## src/rtl/entropy_pkg.sv

```systemverilog
// Shared types and defaults for the entropy source scheduler and its arbiter helpers.
package entropy_pkg;

  localparam int NUM_SRC_DEF     = 3;
  localparam int WORD_W_DEF      = 8;
  localparam int TIMEOUT_CYC_DEF = 64;
  localparam int RCT_LIMIT_DEF   = 16;
  localparam int SRC_IDX_W       = $clog2(NUM_SRC_DEF);

  typedef logic [1:0] state_t;
  localparam state_t ST_IDLE    = 2'd0;
  localparam state_t ST_COLLECT = 2'd1;
  localparam state_t ST_PRESENT = 2'd2;

  // Index width that stays legal for a single-entry arbiter.
  function automatic int idx_width(input int n);
    return (n > 1) ? $clog2(n) : 1;
  endfunction

endpackage

```

## src/rtl/rr_next_picker.sv

```systemverilog
// Combinational round-robin search: first eligible index strictly after ptr_i,
// wrapping, so ptr_i itself is the last candidate.
module rr_next_picker
  import entropy_pkg::*;
#(
  parameter int N  = NUM_SRC_DEF,
  parameter int IW = SRC_IDX_W
) (
  input  logic [N-1:0]  eligible_i,
  input  logic [IW-1:0] ptr_i,
  output logic          found_o,
  output logic [IW-1:0] idx_o
);

  logic [IW-1:0] cand_s;

  // Scan offsets 1..N from the pointer and keep the first hit.
  always_comb begin
    found_o = 1'b0;
    idx_o   = ptr_i;
    cand_s  = '0;
    for (int k = 1; k <= N; k++) begin
      cand_s = IW'((int'(ptr_i) + k) % N);
      if (!found_o && eligible_i[cand_s]) begin
        found_o = 1'b1;
        idx_o   = cand_s;
      end else begin
        found_o = found_o;
      end
    end
  end

endmodule

```

## src/rtl/entropy_source_scheduler.sv

```systemverilog
// Shares one bit-collection datapath across NUM_SRC entropy sources with
// round-robin selection, stall timeout and repetition-count health testing.
module entropy_source_scheduler
  import entropy_pkg::*;
#(
  parameter int NUM_SRC     = NUM_SRC_DEF,
  parameter int WORD_W      = WORD_W_DEF,
  parameter int TIMEOUT_CYC = TIMEOUT_CYC_DEF,
  parameter int RCT_LIMIT   = RCT_LIMIT_DEF,
  localparam int IW         = idx_width(NUM_SRC)
) (
  input  logic               clk,
  input  logic               rst,
  input  logic [NUM_SRC-1:0] src_valid,
  input  logic [NUM_SRC-1:0] src_bit,
  input  logic [NUM_SRC-1:0] src_enable,
  input  logic               health_clear,
  output logic               out_valid,
  input  logic               out_ready,
  output logic [WORD_W-1:0]  out_word,
  output logic [IW-1:0]      out_src,
  output logic               timeout_pulse,
  output logic [NUM_SRC-1:0] health_fail,
  output logic               busy
);

  localparam int CW = $clog2(WORD_W);
  localparam int SW = $clog2(TIMEOUT_CYC + 1);
  localparam logic [CW-1:0] LAST_BIT   = CW'(WORD_W - 1);
  localparam logic [SW-1:0] STALL_LAST = SW'(TIMEOUT_CYC - 1);
  localparam logic [7:0]    RCT_HIT    = 8'(RCT_LIMIT);

  state_t             state_q, state_d;
  logic [IW-1:0]      ptr_q, ptr_d;
  logic [WORD_W-1:0]  word_q, word_d;
  logic [CW-1:0]      bitcnt_q, bitcnt_d;
  logic [SW-1:0]      stall_q, stall_d;
  logic [7:0]         run_q, run_d;
  logic               prev_q, prev_d;
  logic               out_valid_q, out_valid_d;
  logic [WORD_W-1:0]  out_word_q, out_word_d;
  logic [IW-1:0]      out_src_q, out_src_d;
  logic               timeout_q, timeout_d;
  logic [NUM_SRC-1:0] health_q, health_d;
  logic               busy_q, busy_d;

  logic [NUM_SRC-1:0] eligible_s;
  logic [NUM_SRC-1:0] fail_set_s;
  logic               found_s;
  logic [IW-1:0]      pick_s;
  logic               vld_s, bit_s, en_s;
  logic [WORD_W-1:0]  shift_s;
  logic [7:0]         run_next_s;

  assign eligible_s = src_enable & ~health_q;
  assign vld_s      = src_valid[ptr_q];
  assign bit_s      = src_bit[ptr_q];
  assign en_s       = src_enable[ptr_q];
  assign shift_s    = {word_q[WORD_W-2:0], bit_s};
  assign run_next_s = ((bitcnt_q == '0) || (bit_s != prev_q)) ? 8'd1 : (run_q + 8'd1);

  rr_next_picker #(
    .N  (NUM_SRC),
    .IW (IW)
  ) u_picker (
    .eligible_i (eligible_s),
    .ptr_i      (ptr_q),
    .found_o    (found_s),
    .idx_o      (pick_s)
  );

  // Next-state logic; within COLLECT a captured bit outranks timeout and disable.
  always_comb begin
    state_d     = state_q;
    ptr_d       = ptr_q;
    word_d      = word_q;
    bitcnt_d    = bitcnt_q;
    stall_d     = stall_q;
    run_d       = run_q;
    prev_d      = prev_q;
    out_valid_d = out_valid_q;
    out_word_d  = out_word_q;
    out_src_d   = out_src_q;
    timeout_d   = 1'b0;
    fail_set_s  = '0;
    case (state_q)
      ST_IDLE: begin
        if (found_s) begin
          state_d  = ST_COLLECT;
          ptr_d    = pick_s;
          word_d   = '0;
          bitcnt_d = '0;
          stall_d  = '0;
          run_d    = '0;
        end else begin
          state_d = ST_IDLE;
        end
      end
      ST_COLLECT: begin
        if (vld_s) begin
          word_d   = shift_s;
          bitcnt_d = bitcnt_q + 1'b1;
          stall_d  = '0;
          run_d    = run_next_s;
          prev_d   = bit_s;
          // A bit that both completes the word and hits the limit is discarded.
          if (run_next_s == RCT_HIT) begin
            fail_set_s[ptr_q] = 1'b1;
            state_d           = ST_IDLE;
          end else if (bitcnt_q == LAST_BIT) begin
            out_valid_d = 1'b1;
            out_word_d  = shift_s;
            out_src_d   = ptr_q;
            state_d     = ST_PRESENT;
          end else if (!en_s) begin
            state_d = ST_IDLE;
          end else begin
            state_d = ST_COLLECT;
          end
        end else begin
          stall_d = stall_q + 1'b1;
          if (stall_q == STALL_LAST) begin
            timeout_d = 1'b1;
            state_d   = ST_IDLE;
          end else if (!en_s) begin
            state_d = ST_IDLE;
          end else begin
            state_d = ST_COLLECT;
          end
        end
      end
      ST_PRESENT: begin
        if (out_valid_q && out_ready) begin
          out_valid_d = 1'b0;
          state_d     = ST_IDLE;
        end else begin
          state_d = ST_PRESENT;
        end
      end
      default: begin
        state_d     = ST_IDLE;
        out_valid_d = 1'b0;
      end
    endcase
    // A failure raised this cycle survives a simultaneous clear.
    if (health_clear) begin
      health_d = fail_set_s;
    end else begin
      health_d = health_q | fail_set_s;
    end
    busy_d = (state_d != ST_IDLE);
  end

  // State and output registers.
  always_ff @(posedge clk or posedge rst) begin
    if (rst) begin
      state_q     <= ST_IDLE;
      ptr_q       <= IW'(NUM_SRC - 1);
      word_q      <= '0;
      bitcnt_q    <= '0;
      stall_q     <= '0;
      run_q       <= '0;
      prev_q      <= 1'b0;
      out_valid_q <= 1'b0;
      out_word_q  <= '0;
      out_src_q   <= '0;
      timeout_q   <= 1'b0;
      health_q    <= '0;
      busy_q      <= 1'b0;
    end else begin
      state_q     <= state_d;
      ptr_q       <= ptr_d;
      word_q      <= word_d;
      bitcnt_q    <= bitcnt_d;
      stall_q     <= stall_d;
      run_q       <= run_d;
      prev_q      <= prev_d;
      out_valid_q <= out_valid_d;
      out_word_q  <= out_word_d;
      out_src_q   <= out_src_d;
      timeout_q   <= timeout_d;
      health_q    <= health_d;
      busy_q      <= busy_d;
    end
  end

  assign out_valid     = out_valid_q;
  assign out_word      = out_word_q;
  assign out_src       = out_src_q;
  assign timeout_pulse = timeout_q;
  assign health_fail   = health_q;
  assign busy          = busy_q;

endmodule

```

## config.mk

```make
export PLATFORM = sky130hd
export DESIGN_NAME = entropy_source_scheduler
export DESIGN_NICKNAME = d
export VERILOG_FILES = /design/src/rtl/entropy_pkg.sv /design/src/rtl/rr_next_picker.sv /design/src/rtl/entropy_source_scheduler.sv
export SDC_FILE = /design/constraint.sdc
export NUM_CORES = 1
export LEC_CHECK = 0
export BUFFER_PORTS_ARGS = -buffer_cell sky130_fd_sc_hd__buf_2
export CAP_MARGIN = 5
export CORE_UTILIZATION = 53
export CTS_CLUSTER_DIAMETER = 150
export DETAILED_ROUTE_END_ITERATION = 8
export GPL_TIMING_DRIVEN = 0
export PLACE_DENSITY = 0.76
export SYNTH_ARGS = -nofsm -noshare
export SYNTH_HDL_FRONTEND = slang
export SYNTH_SLANG_ARGS = --single-unit
```

## constraint.sdc

```tcl
create_clock -name clk -period 2.23 [get_ports clk]
set_input_delay 0.5575 -clock clk [delete_from_list [all_inputs] [get_ports clk]]
set_output_delay 0.5575 -clock clk [all_outputs]
set_load 0.05 [all_outputs]
```

## Yosys cells after proc, flatten, opt, wreduce, memory -nomap -nowiden

Index checks and enable logic that the tools add are counted.

- Flip-flop bits (word level): 46
- Output and inout bits: 16
- Word-level logic and storage cells: 113

- $add $sub $neg: 6
- Divide/modulo/power cells: 3
- $lt $le $gt $ge: 5
- Equality and inequality tests: 11
- Mux-type cells: 52
- Bitwise operators: 5
- Reductions and logical operators: 18

Operators with widths:

| operator | number |
|---|---|
| $mod A32 B3 Y32 const B | 3 |
| $pmux W7 S2 | 2 |
| $mux W8 | 3 |
| $mux W7 | 3 |
| $mux W1 | 19 |
| $mux W3 | 6 |
| $mux W2 | 8 |
| $pmux W8 S2 | 1 |
| $bmux W1 S2 | 6 |
| $lt A2 B3 Y1 const B | 4 |
| $ne A2 B2 Y1 const B | 5 |
| $add A8 B1 Y8 const B | 1 |
| $eq A8 B5 Y1 const B | 1 |
| $add A7 B1 Y7 const B | 1 |
| $eq A7 B6 Y1 const B | 1 |
| $add A2 B2 Y3 const B | 2 |
| $pmux W2 S3 | 1 |
| $pmux W3 S2 | 1 |
| $reduce_and A3 Y1 | 2 |
| $reduce_and A5 Y1 | 1 |
| $logic_and A1 B1 Y1 | 4 |
| $reduce_and A2 Y1 | 2 |
| $reduce_and A4 Y1 | 1 |
| $reduce_bool A2 Y1 | 2 |
| 18 further kinds | 20 |

## Logic depth before layout (Yosys ltp)

Gate-level depths: netlist (run 1).

- Depth after elaboration: 14
- Depth in mapped cells: 9

## Cells and area by module

A second synthesis (run 1) with hierarchy kept.

- Cells, all modules: 279
- Area, all modules: 2678.8 um^2

By module, submodules not included:

| module | times used | cells an instance | area each (um^2) | seq. area each (um^2) |
|---|---|---|---|---|
| entropy_source_scheduler | 1 | 229 | 2352.3 | 1152.4 |
| rr_next_picker | 1 | 50 | 326.6 | 0.0 |

## Least setup slack after synthesis (run 1)

OpenSTA, ideal clock, no wires.

- Path type: register -> register
- Start point: register run_q[0]
- End point: register out_src_q[0] (netlist: out_src[0])
- Data arrival time: 2.293 ns
- Setup slack: -0.188 ns
- Cell stages (with the launch flop): 8
- Buffers on the path: 1
- Clock period less this slack: 2.418 ns
- Cell sequence: dfrtp_1 -> ha_1 -> and3_1 -> a31o_2 -> a221o_1 -> o311a_4 -> buf_6 -> mux2_4

- Word-level cells in the longest chain between the ends: 5

RTL lines:

| element | line | text |
|---|---|---|
| start: declaration | entropy_source_scheduler.sv:38 | `logic [7:0] run_q, run_d;` |
| start signal: assignment | entropy_source_scheduler.sv:176 | `run_q <= run_d;` |
| $add A8 B1 Y8 | entropy_source_scheduler.sv:60 | `assign run_next_s = ((bitcnt_q == '0) \|\| (bit_s != prev_q)) ? 8'd1 : (run_q + 8'd1);` |
| $mux W8 | entropy_source_scheduler.sv:60 |  |
| $eq A8 B5 Y1 | entropy_source_scheduler.sv:107 | `if (run_next_s == RCT_HIT) begin` |
| $not A1 Y1 (no line) | - |  |
| $reduce_and A4 Y1 (no line) | - |  |
| end signal: assignment | entropy_source_scheduler.sv:180 | `out_src_q <= out_src_d;` |
| end: declaration | entropy_source_scheduler.sv:42 | `logic [IW-1:0] out_src_q, out_src_d;` |

Every way passes these cells.
A chain may end at the register's enable or synchronous reset.

## Worst setup path in the final report (run 1)

- Start point: register ptr_q[1]
- End point: register out_word_q[2] (netlist: out_word[2])

- Word-level cells in the longest chain between the ends: 8
- Elaborated cells on any way between the ends: 10
- Those cells by class: eq/ne (2); mux (5); bitwise (1); reduce/logical (2)

RTL lines:

| element | line | text |
|---|---|---|
| start: declaration | entropy_source_scheduler.sv:34 | `logic [IW-1:0] ptr_q, ptr_d;` |
| start signal: assignment | entropy_source_scheduler.sv:158 | `ptr_q <= IW'(NUM_SRC - 1);` |
| start signal: assignment | entropy_source_scheduler.sv:172 | `ptr_q <= ptr_d;` |
| $bmux W1 S2 | entropy_source_scheduler.sv:57 | `assign bit_s = src_bit[ptr_q];` |
| $mux W1 (not written as such) | entropy_source_scheduler.sv:57 |  |
| $ne A1 B1 Y1 | entropy_source_scheduler.sv:60 |  |
| $logic_or A1 B1 Y1 | entropy_source_scheduler.sv:60 |  |
| $mux W8 | entropy_source_scheduler.sv:60 |  |
| $eq A8 B5 Y1 | entropy_source_scheduler.sv:107 |  |
| $not A1 Y1 (no line) | - |  |
| $reduce_and A4 Y1 (no line) * | - |  |
| end signal: assignment | entropy_source_scheduler.sv:179 | `out_word_q <= out_word_d;` |
| end: declaration | entropy_source_scheduler.sv:41 | `logic [WORD_W-1:0] out_word_q, out_word_d;` |

Every way passes the cells marked *; elsewhere a longest branch is shown, timed or not. The select of a mux whose other input is x is not followed.

==> metrics.md, run 1 <==
| Metric | Value |
|---|---|
| Die Width | 72.6 um |
| Max Fanout on Critical Path | 10 |
| Leakage | 1.56 nW |
| Worst Max-Slew Pin Slew | 0.649 ns |
| Finished Layout Cells | 382 |
| Crit end category | flip-flop |
| Hold WS | between 0.15 and 0.2 ns |
| Post-DP HPWL | 4110 um |
| Finished Cell Area | 3380 sq um |
| Worst Hold Class | input pin to async pin |
| #FFs+latches synth | 46 |
| Post-Place Cells | 355 |
| CTS clk-pin slew, worst paths | 0.09 ns |
| Post-synth EDFFs | 0 |
| Sw Pwr | 1.74 mW |
| RSZ-0062 raised after global routing | yes |
| Post-synthesis net count | 281 |
| Fin crit period | 2.30 ns |
| DR pass1 iterations | 4 |
| Commonest non-fill, non-tap cell in the layout | dfrtp_1 |
| Pin count of the biggest net entering global routing | 36 |
| Critical Path RT | 2.42 ns |
| Final Setup Violations | 10 |
| R2R Setup Slk | -0.07 ns |
| DRT Wirelength | 6220 um |
| Number of nets with antenna violations after routing | 0 |
| Worst r2r src | ptr_q[1] |
| Worst R2R End | out_word[2] |
| Core area | 4750 sq um |
| Status | complete, but fails checks |
| Clock root buffer | clkbuf_8 |
| Vias per std cell | between 5 and 6 |
| Clk sink count | 46 |
| Critical path capture point | out_word[2] |
| Syn. warnings | 0 |
| Startpoint Class | flip-flop |
| Area of the multi-input gates | about 1600 sq um |
| Htree depth | 2 |
| Initial antenna violation count | 0 |
| Drc violations | 0 |
| Die height | 72.6 um |
| Average wire per standard cell | 16.3 um |
| Cell family with most CP delay | compound AO/OA/AOI/OAI gates |
| Clk buf depth | 2 |
| Sequential-to-total area share from yosys stat | 43.6% |
| R2R cell count | 7 |
| Critical Path Max Stage Delay | about 0.58 ns |
| Total gr overflow | 0 |
| Synthesized instance count | 259 |
| Clk Latency, worst-skew pair | 0.30 ns |
| CP Depth | 7 |
| Ant diodes | 0 |
| First-pass GRT wire length | between 9000 and 10000 um |
| GRT Total Usage | 24.4% |
| Master of the slowest instance on the critical path | dfstp_2 |
| CTS buffer count | 5 |
| Clk_skew | 0.00695 ns |
| Power density cells | 1190 nW/um^2 |
| Commonest non-fill, non-tap cells in the layout | dfrtp_1, buf_2, buf_4 |
| FP Rows | 25 |
| Synth unique cells | 54 |
| # Max-Cap Violations | 0 |
| Layout area overhead | 28.0% |
| Full die area | approximately 5300 sq um |
| Syn Area/Cell | 10.2 sq um |
| Ports | 29 |
| Crit path kind | flip-flop to flip-flop |
| Fillers | 365 |
| Routability cong. | 0.803 |
| CP Launch Point | ptr_q[1] |
| Vias | 2238 |
| Synthesized area | 2640 sq um |
| Setup WS post-layout | -0.0651 ns |
| FMAX | 436 MHz |
| P_int | 2.27 mW |
| Sequential share of power | between 20% and 30% |
| Worst path buffer plus inverter count | 3 |
| Synth Flop Type | dfrtp_1 |
| Port bufs | 28 |
| Post-synth ARST share | 100% |
| Critical path cell sequence | buf_4, buf_2, o211ai_1, a21o_1, o311a_4, buf_12, mux2_4 |
| Switch share | between 40% and 50% |
| Clock group share of total power | 12.7% |
| Combinational share of power | between 60% and 70% |
| Initial DRC Count | 150 |
| Vias in the first global route | between 2000 and 2500 |
| Hold Vio Cnt, Final | 0 |
| Critical Path AT | between 2 and 2.5 ns |
| DP Area | 2960 sq um |
| Layout cells sized above 1 | a little over a third |
| Max-slew headroom | 56.5% |
| Failing checks | negative setup slack |
| Tot Pwr | 4.01 mW |
| Initial Utilization | a little under three fifths |
| Final Max Slew Viols | 0 |
| Reg area | 1150 sq um |
| Worst IR Drop VDD | 0.610 mV |
| Final #Nets | 336 |
| Fin crit share | 103% |
| CTS tree | yes |
==> what timing repair did <==
| action | CTS | global route |
|---|---|---|
| pin swaps | 7 | 9 |
| hold endpoints to repair | 0 | 0 |
| buffers inserted | 12 | 10 |
| hold buffers | 0 | 0 |
| setup endpoints to repair | 41 | 32 |
| gates resized for setup | 20 | 16 |
==> per-layer routing <==
layer | track usage (%) | share of wire, % | vias up
met5 | 0 | 0 | -
met4 | 7.84 | 1.6 | 0
met3 | 4.83 | 3.9 | 10
met2 | 41.0 | 49 | 51
met1 | 31.8 | 45 | 1103
li1 | - | - | 1074
==> cells in the mapped netlist (5+ instances only) <==
master	count	area (sq um)
mux2i_1	10	100
o211ai_1	5	37.5
dfrtp_1	45	1130
mux2_4	8	120
nand3_1	7	35.0
and3_1	6	37.5
nand2_1	18	67.6
o21ai_0	11	55.1
ha_1	9	113
a22o_1	5	43.8
a21oi_1	6	30.0
inv_1	23	86.3
nor2b_1	8	50.1
nor2_1	11	41.3
==> how the worst min path moves through the flow <==
| stage | start | depth (start not counted) | slack [ns] | endpoint |
|---|---|---|---|---|
| after detailed placement | out_src[0] | 1 | 0.49 | out_src[0] |
| after CTS | rst | 2 | 0.18 | stall_q[4] |
| after global placement | stall_q[6] | 1 | 0.48 | timeout_pulse |
| final | rst | 2 | 0.18 | stall_q[4] |
| after global routing | rst | 2 | 0.19 | stall_q[4] |
| after floorplan | stall_q[6] | 1 | 0.46 | timeout_pulse |
==> final cells by class <==
| class | instances | area share [%] |
|---|---|---|
| clock buffer | 6 | 2.14 |
| buffer | 6 | 1.81 |
| sequential | 46 | 34.1 |
| clock inverter | 2 | 0.407 |
| inverter | 23 | 2.74 |
| timing repair buffer | 51 | 9.98 |
| multi-input combinational | 181 | 46.3 |
| tap | 67 | 2.48 |
==> sequential cells by signal, summed over array words and instances (netlist names), 3 cells and up <==
name / cells
out_word: 8
run_q: 8
stall_q: 7
word_q: 7
bitcnt_q: 3
health_fail: 3
==> cells by family (layout without fill, tap and decap cells) <==
kind of cell	Yosys count	in the layout	share of synthesized area (%)
compound gates	73	73	21.0
xor+xnor	2	2	0.663
fa+ha+maj	9	9	4.26
buf+inv	32	88	5.02
flops	46	46	43.6
mux	21	21	9.61
simple gates	76	76	15.9
==> per-stage QoR <==
| step | utilization [%] | setup TNS (ns) | setup WS, ns |
|---|---|---|---|
| floorplan | - | -0.657 | -0.0822 |
| global placement | 61.8 | -8.06 | -0.387 |
| detailed placement | 62.2 | -8.99 | -0.368 |
| CTS | 68.0 | -0.734 | -0.0851 |
| global route | 71.2 | -1.87 | -0.144 |
| finish | 71.2 | -0.534 | -0.0651 |
==> power groups by stage <==
stage | logic (mW) | registers, mW | clock network, mW
CTS | 2.05 | 1.08 | 0.524
finish | 2.41 | 1.09 | 0.510
detailed placement | 1.68 | 1.11 | 0
global route | 2.60 | 1.10 | 0.556
floorplan | 1.28 | 1.12 | 0
global placement | 1.64 | 1.10 | 0
==> worst register-to-register path: cells and delay by family (launching register included) <==
| kind | cells | cell delay [ns] |
|---|---|---|
| buffers and inverters | 3 | 0.46 |
| AO/OA/AOI/OAI | 3 | 0.84 |
| flip-flops | 1 | 0.58 |
| multiplexers | 1 | 0.30 |
Note: power is estimated with default switching activity, not from simulation.
==> run 2, diff against run 1 <==
--- a/config.mk
+++ b/config.mk
@@ -5,13 +5,12 @@
 export SDC_FILE = /design/constraint.sdc
 export NUM_CORES = 1
 export LEC_CHECK = 0
-export BUFFER_PORTS_ARGS = -buffer_cell sky130_fd_sc_hd__buf_2
+export BUFFER_PORTS_ARGS = -buffer_cell sky130_fd_sc_hd__clkbuf_2
 export CAP_MARGIN = 5
-export CORE_UTILIZATION = 53
+export CORE_UTILIZATION = 38
 export CTS_CLUSTER_DIAMETER = 150
 export DETAILED_ROUTE_END_ITERATION = 8
 export GPL_TIMING_DRIVEN = 0
-export PLACE_DENSITY = 0.76
 export SYNTH_ARGS = -nofsm -noshare
 export SYNTH_HDL_FRONTEND = slang
 export SYNTH_SLANG_ARGS = --single-unit
==> metrics.md, run 2 (same netlist as run 1, synthesis figures left out) <==
| Metric | Value |
|---|---|
| Status | complete, but fails checks |
| Failing checks | negative setup slack |
| Crit path kind | flip-flop to flip-flop |
| Max Fanout on Critical Path | 10 (unchanged) |
| Dpl ws | -0.425 ns (-0.0567 ns) |
| Worst Hold Class | input pin to async pin |
| CTS tree | yes |
| Die Width | 85.4 um (+18%) |
| DRT Wirelength | 6020 um (-3.2%) |
| Critical Path RT | 2.42 ns (about the same) |
| DP Area | 2980 sq um (+0.55%) |
| R2R cell count | 7 (unchanged) |
| Max-slew headroom | 61.8% (+5.3 points) |
| P_int | 2.38 mW (+4.8%) |
| Number of nets with antenna violations after routing | 0 (unchanged) |
| Setup WS post-layout | -0.101 ns (-0.0359 ns) |
| Switch share | 41.9% (-1.6 points) |
| Final Max Slew Viols | 0 (unchanged) |
| Routability cong. | 0.733 (-8.7%) |
| Pin count of the biggest net entering global routing | 25 (-31%) |
| Clk sink count | 46 (unchanged) |
| CTS buffer count | 5 (unchanged) |
| Initial Utilization | 39.1% (-16 points) |
| Layout cells sized above 1 | 35.0% (-0.21 points) |
| Port bufs | 28 (unchanged) |
| Drc violations | 0 (unchanged) |
| Startpoint Class | flip-flop |
| Total gr overflow | 0 (unchanged) |
| Commonest non-fill, non-tap cell in the layout | dfrtp_1 |
| Worst IR Drop VDD | 0.588 mV (-3.5%) |
| Hold Vio Cnt, Final | 0 (unchanged) |
| Core area | 6760 sq um (+42%) |
| Worst Max-Slew Pin Slew | 0.571 ns (-0.0780 ns) |
| Sw Pwr | 1.71 mW (-1.9%) |
| CP Launch Point | ptr_q[1] |
| Clk buf depth | 2 (unchanged) |
| Ant diodes | 0 (unchanged) |
| Sequential share of power | 26.2% (-0.9 points) |
| GRT Total Usage | 17.3% (-7.1 points) |
| Vias per std cell | 5.52 (-5.8%) |
| Layout area overhead | 29.1% |
| Clk Latency, worst-skew pair | 0.30 ns (about the same) |
| FP Rows | 30 (+20%) |
| Ports | 29 (unchanged) |
| First-pass GRT wire length | 10100 um (+1.7%) |
| Vias | 2175 (-2.8%) |
| Clock group share of total power | 15.5% (+2.8 points) |
| # Max-Cap Violations | 0 (unchanged) |
| Full die area | 7290 sq um (+38%) |
| Post-Place Cells | 368 (+3.7%) |
| Commonest non-fill, non-tap cells in the layout | dfrtp_1, clkbuf_2, inv_1 |
| Combinational share of power | 58.3% (-1.9 points) |
| Clock root buffer | clkbuf_8 |
| Clk_skew | 0.00648 ns (-0.000469 ns) |
| Final #Nets | 335 (-0.30%) |
| RSZ-0062 raised after global routing | yes |
| Die height | 85.4 um (+18%) |
| Critical Path AT | 2.53 ns (+0.04 ns) |
| Final Setup Violations | 10 (unchanged) |
| Average wire per standard cell | 15.3 um (-6.1%) |
| Initial antenna violation count | 0 (unchanged) |
| Post-DP HPWL | 4170 um (+1.7%) |
| Crit end category | flip-flop |
| Finished Cell Area | 3410 sq um (+0.85%) |
| Htree depth | 2 (unchanged) |
| DR pass1 iterations | 4 (unchanged) |
| Initial DRC Count | 103 (-31%) |
| Vias in the first global route | 2149 (+3.4%) |
| CTS clk-pin slew, worst paths | 0.09 ns (about the same) |
| FMAX | 429 MHz (-1.5%) |
| Setup TNS | -0.854 ns (-0.320 ns) |
| Finished Layout Cells | 394 (+3.1%) |
| Fin crit period | 2.33 ns (+0.0359 ns) |
| Worst r2r src | ptr_q[1] |
| Fin crit share | 105% (+1.6 points) |
| Leakage | 1.56 nW (+0.20%) |
| Power density cells | 1200 nW/um^2 (+1.0%) |
-- run 2: critical path, stage by stage, from the launching register on --
cell and delay (ns):
dfstp_2 0.55, buf_4 0.14, clkbuf_4 0.20, o211ai_1 0.22, a21o_1 0.26, o311a_4 0.40, buf_12 0.16, mux2_4 0.29
-- run 2: area by class of cell --
cell class / count / area (sq um)
Inverter: 23 / 95.1
Sequential cell: 46 / 1150
Tap cell: 80 / 100
Buffer: 6 / 63.8
Multi-Input combinational cell: 181 / 1560
Fill cell: 626 / 3340
Clock buffer: 5 / 68.8
Timing Repair Buffer: 50 / 332
Clock inverter: 3 / 43.8
-- run 2: path summary, 6_finish.rpt --
| kind | to | slack, ns |
|---|---|---|
| setup / recovery | out_word[2] | -0.10 |
| max in group asynchronous | ptr_q[1] | 1.39 |
| hold reg to reg | stall_q[0] | 0.51 |
| hold / removal | word_q[2] | 0.26 |
| min in group clk | stall_q[0] | 0.51 |
| setup reg to reg | out_word[2] | -0.10 |
-- run 2: through the flow --
stage	utilization, %	power, mW	hold WS, ns
detailed placement	44.0	2.78	0.492
floorplan	-	2.40	0.459
finish	50.5	4.09	0.261
global placement	43.7	2.76	0.488
CTS	48.2	3.75	0.271
global route	50.5	4.36	0.303
-- run 2: what timing repair did --
| item | in CTS | in global routing |
|---|---|---|
| resized for setup | 17 | 20 |
| buffers inserted | 12 | 9 |
| hold buffers | 0 | 0 |
| pin swaps | 5 | 10 |
| endpoints found under the setup margin | 41 | 42 |
| endpoints found under the hold margin | 0 | 0 |
-- run 2: per-layer routing --
layer  wire length (um)  track usage (%)
met5                  0                0
met4                 53             5.30
met3                145             3.11
met2               2910             29.3
met1               2910             22.6
-- run 2: power by group through the flow --
stage	logic, mW	registers, mW	clock network, mW
2_1_floorplan	1.28	1.12	0
3_3_place_gp	1.65	1.10	0
3_5_place_dp	1.67	1.11	0
4_1_cts	2.03	1.07	0.656
5_1_grt	2.60	1.09	0.680
6_report	2.38	1.07	0.636
==> run 3, diff against run 2 <==
--- a/config.mk
+++ b/config.mk
@@ -11,6 +11,7 @@
 export CTS_CLUSTER_DIAMETER = 150
 export DETAILED_ROUTE_END_ITERATION = 8
 export GPL_TIMING_DRIVEN = 0
+export SETUP_SLACK_MARGIN = 0.02
 export SYNTH_ARGS = -nofsm -noshare
 export SYNTH_HDL_FRONTEND = slang
 export SYNTH_SLANG_ARGS = --single-unit
==> constraint.sdc (replaced) <==
create_clock -name clk -period 3 [get_ports clk]
set_input_delay 0.75 -clock clk [delete_from_list [all_inputs] [get_ports clk]]
set_output_delay 0.75 -clock clk [all_outputs]
set_load 0.05 [all_outputs]
==> metrics.md, run 3 (same netlist as run 1, synthesis figures left out) <==
| Metric | Value |
|---|---|
| Critical path cell sequence | inv_1, ha_1, clkbuf_1, nor4b_1, nor3_2, and2_1, clkbuf_1, a21o_1, a211o_1 |
| Die Width | 85.4 um (unchanged) |
| Layout Utilization | 44.5% (-6.0 points) |
| DR pass1 iterations | 4 (unchanged) |
| Worst path buffer plus inverter count | 3 (unchanged) |
| Finished Cell Area | 3010 sq um (-12%) |
| Core area | 6760 sq um (unchanged) |
| Setup bufs post-CTS | 0 (-12) |
| Htree depth | 2 (unchanged) |
| Layout area overhead | 13.8% |
| Fillers | 658 (+5.1%) |
| Ports | 29 (unchanged) |
| Commonest non-fill, non-tap cell in the layout | dfrtp_1 |
| DP Area | 2900 sq um (-2.4%) |
| GRT Total Usage | 16.3% (-0.99 points) |
| Worst Max-Slew Pin Slew | 0.683 ns (+0.113 ns) |
| Switch share | 44.8% (+2.9 points) |
| Full die area | 7290 sq um (unchanged) |
| Leakage | 1.40 nW (-10%) |
| Cell family with most CP delay | simple AND/OR/NAND/NOR gates |
| Port bufs | 28 (unchanged) |
| Commonest non-fill, non-tap cells in the layout | dfrtp_1, clkbuf_2, inv_1 |
| Clk buf depth | 2 (unchanged) |
| Clk Latency, worst-skew pair | 0.31 ns (about the same) |
| Initial DRC Count | 103 (unchanged) |
| FP Rows | 30 (unchanged) |
| Fin crit period | 2.83 ns (+0.500 ns) |
| Final Setup Violations | 0 (-10) |
| FMAX | 353 MHz (-18%) |
| Critical Path RT | 3.20 ns (+0.78 ns) |
| Initial Utilization | 39.1% (unchanged) |
| # Max-Cap Violations | 0 (unchanged) |
| Initial antenna violation count | 0 (unchanged) |
| Die height | 85.4 um (unchanged) |
| Clock root buffer | clkbuf_8 |
| Clock group share of total power | 16.8% (+1.3 points) |
| P_int | 1.32 mW (-44%) |
| Vias | 2110 (-3.0%) |
| Sw Pwr | 1.07 mW (-37%) |
| Clk_skew | 0.0128 ns (+0.00629 ns) |
| Crit path kind | flip-flop to flip-flop |
| Master of the slowest instance on the critical path | dfstp_2 |
| Total gr overflow | 0 (unchanged) |
| CTS tree | yes |
| CTS buffer count | 5 (unchanged) |
| Startpoint Class | flip-flop |
| Crit end category | flip-flop |
| Power density cells | 797 nW/um^2 (-33%) |
| Number of nets with antenna violations after routing | 0 (unchanged) |
| R2R Setup Slk | 0.17 ns (+0.27 ns) |
| Worst IR Drop VDD | 0.288 mV (-51%) |
| First-pass GRT wire length | 9540 um (-5.5%) |
| Dpl ws | 0.0747 ns (+0.499 ns) |
| Critical Path AT | 3.03 ns (+0.50 ns) |
| Max-slew headroom | 54.4% (-7.5 points) |
| Critical Path Max Stage Delay | 0.60 ns (+0.05 ns) |
| Drc violations | 0 (unchanged) |
| Status | finished, final reports clean |
| Clk sink count | 46 (unchanged) |
| Final #Nets | 317 (-5.4%) |
| Hold WS | 0.385 ns (+0.123 ns) |
| Layout cells sized above 1 | 21.6% (-13 points) |
| Post-DP HPWL | 4040 um (-3.3%) |
| Ant diodes | 0 (unchanged) |
| Average wire per standard cell | 14.9 um (-2.7%) |
| Setup WS post-layout | 0.169 ns (+0.270 ns) |
| RSZ-0062 raised after global routing | yes |
| Hold Vio Cnt, Final | 0 (unchanged) |
| Sequential share of power | 33.7% (+7.5 points) |
| Hold-fix buffers, CTS | 0 (unchanged) |
| Worst Hold Class | input pin to async pin |
| Post-CTS sizing | 0 (-17) |
| Routability cong. | 0.746 (+1.8%) |
| CTS clk-pin slew, worst paths | 0.10 ns (about the same) |
| DRT Wirelength | 5590 um (-7.2%) |
| Max Fanout on Critical Path | 10 (unchanged) |
| Final Max Slew Viols | 0 (unchanged) |
| Fin crit share | 94.4% (-10 points) |
| Vias per std cell | 5.61 (+1.7%) |
| Vias in the first global route | 2002 (-6.8%) |
| Pin count of the biggest net entering global routing | 32 (+28%) |
| Most frequent CP cell | clkbuf_1 |
| Combinational share of power | 49.5% (-8.8 points) |
run 3: routing by layer:
metal	routed length (um)	GRT usage (%)	part of all wire, %	vias to the layer above
met4	73	5.30	1.3	0
met1	2700	22.4	48	1020
met3	155	3.02	2.8	9
met2	2660	26.1	48	41
met5	0	0	0	-
li1	-	-	-	1040
run 3: per-stage QoR:
stage / setup TNS (ns) / instances / total power, mW
2_1_floorplan: 0 / 259 / 1.72
3_3_place_gp: 0 / 367 / 1.99
3_5_place_dp: 0 / 368 / 2.00
4_1_cts: 0 / 376 / 2.41
5_1_grt: -0.564 / 376 / 2.61
6_report: 0 / 376 / 2.40
run 3: final cells by class:
| type | instances | area (sq um) | share of cell area (%) |
|---|---|---|---|
| repair buffers | 29 | 160 | 5.32 |
| clock buffers | 5 | 68.8 | 2.29 |
| multi-input cells | 181 | 1370 | 45.5 |
| plain buffers | 9 | 46.3 | 1.54 |
| clock inverters | 3 | 23.8 | 0.790 |
| inverters | 23 | 86.3 | 2.87 |
| well taps | 80 | 100 | 3.33 |
| flip-flops and latches | 46 | 1150 | 38.3 |
run 3: final timing paths:
kind / from / endpoint / cells after the start
setup / recovery: ptr_q[1] / run_q[3] / 9
hold / removal: rst / out_src[0] / 2
setup reg to reg: ptr_q[1] / run_q[3] / 9
hold reg to reg: stall_q[6] / timeout_pulse / 1
max in group asynchronous: rst / health_fail[1] / 3
min in group clk: stall_q[6] / timeout_pulse / 1
run 3: power groups by stage:
stage	registers (mW)	logic, mW	clock network, mW
after floorplan	0.830	0.889	0
after global placement	0.818	1.17	0
after detailed placement	0.821	1.18	0
after CTS	0.808	1.18	0.417
after global routing	0.826	1.35	0.435
final	0.808	1.19	0.402
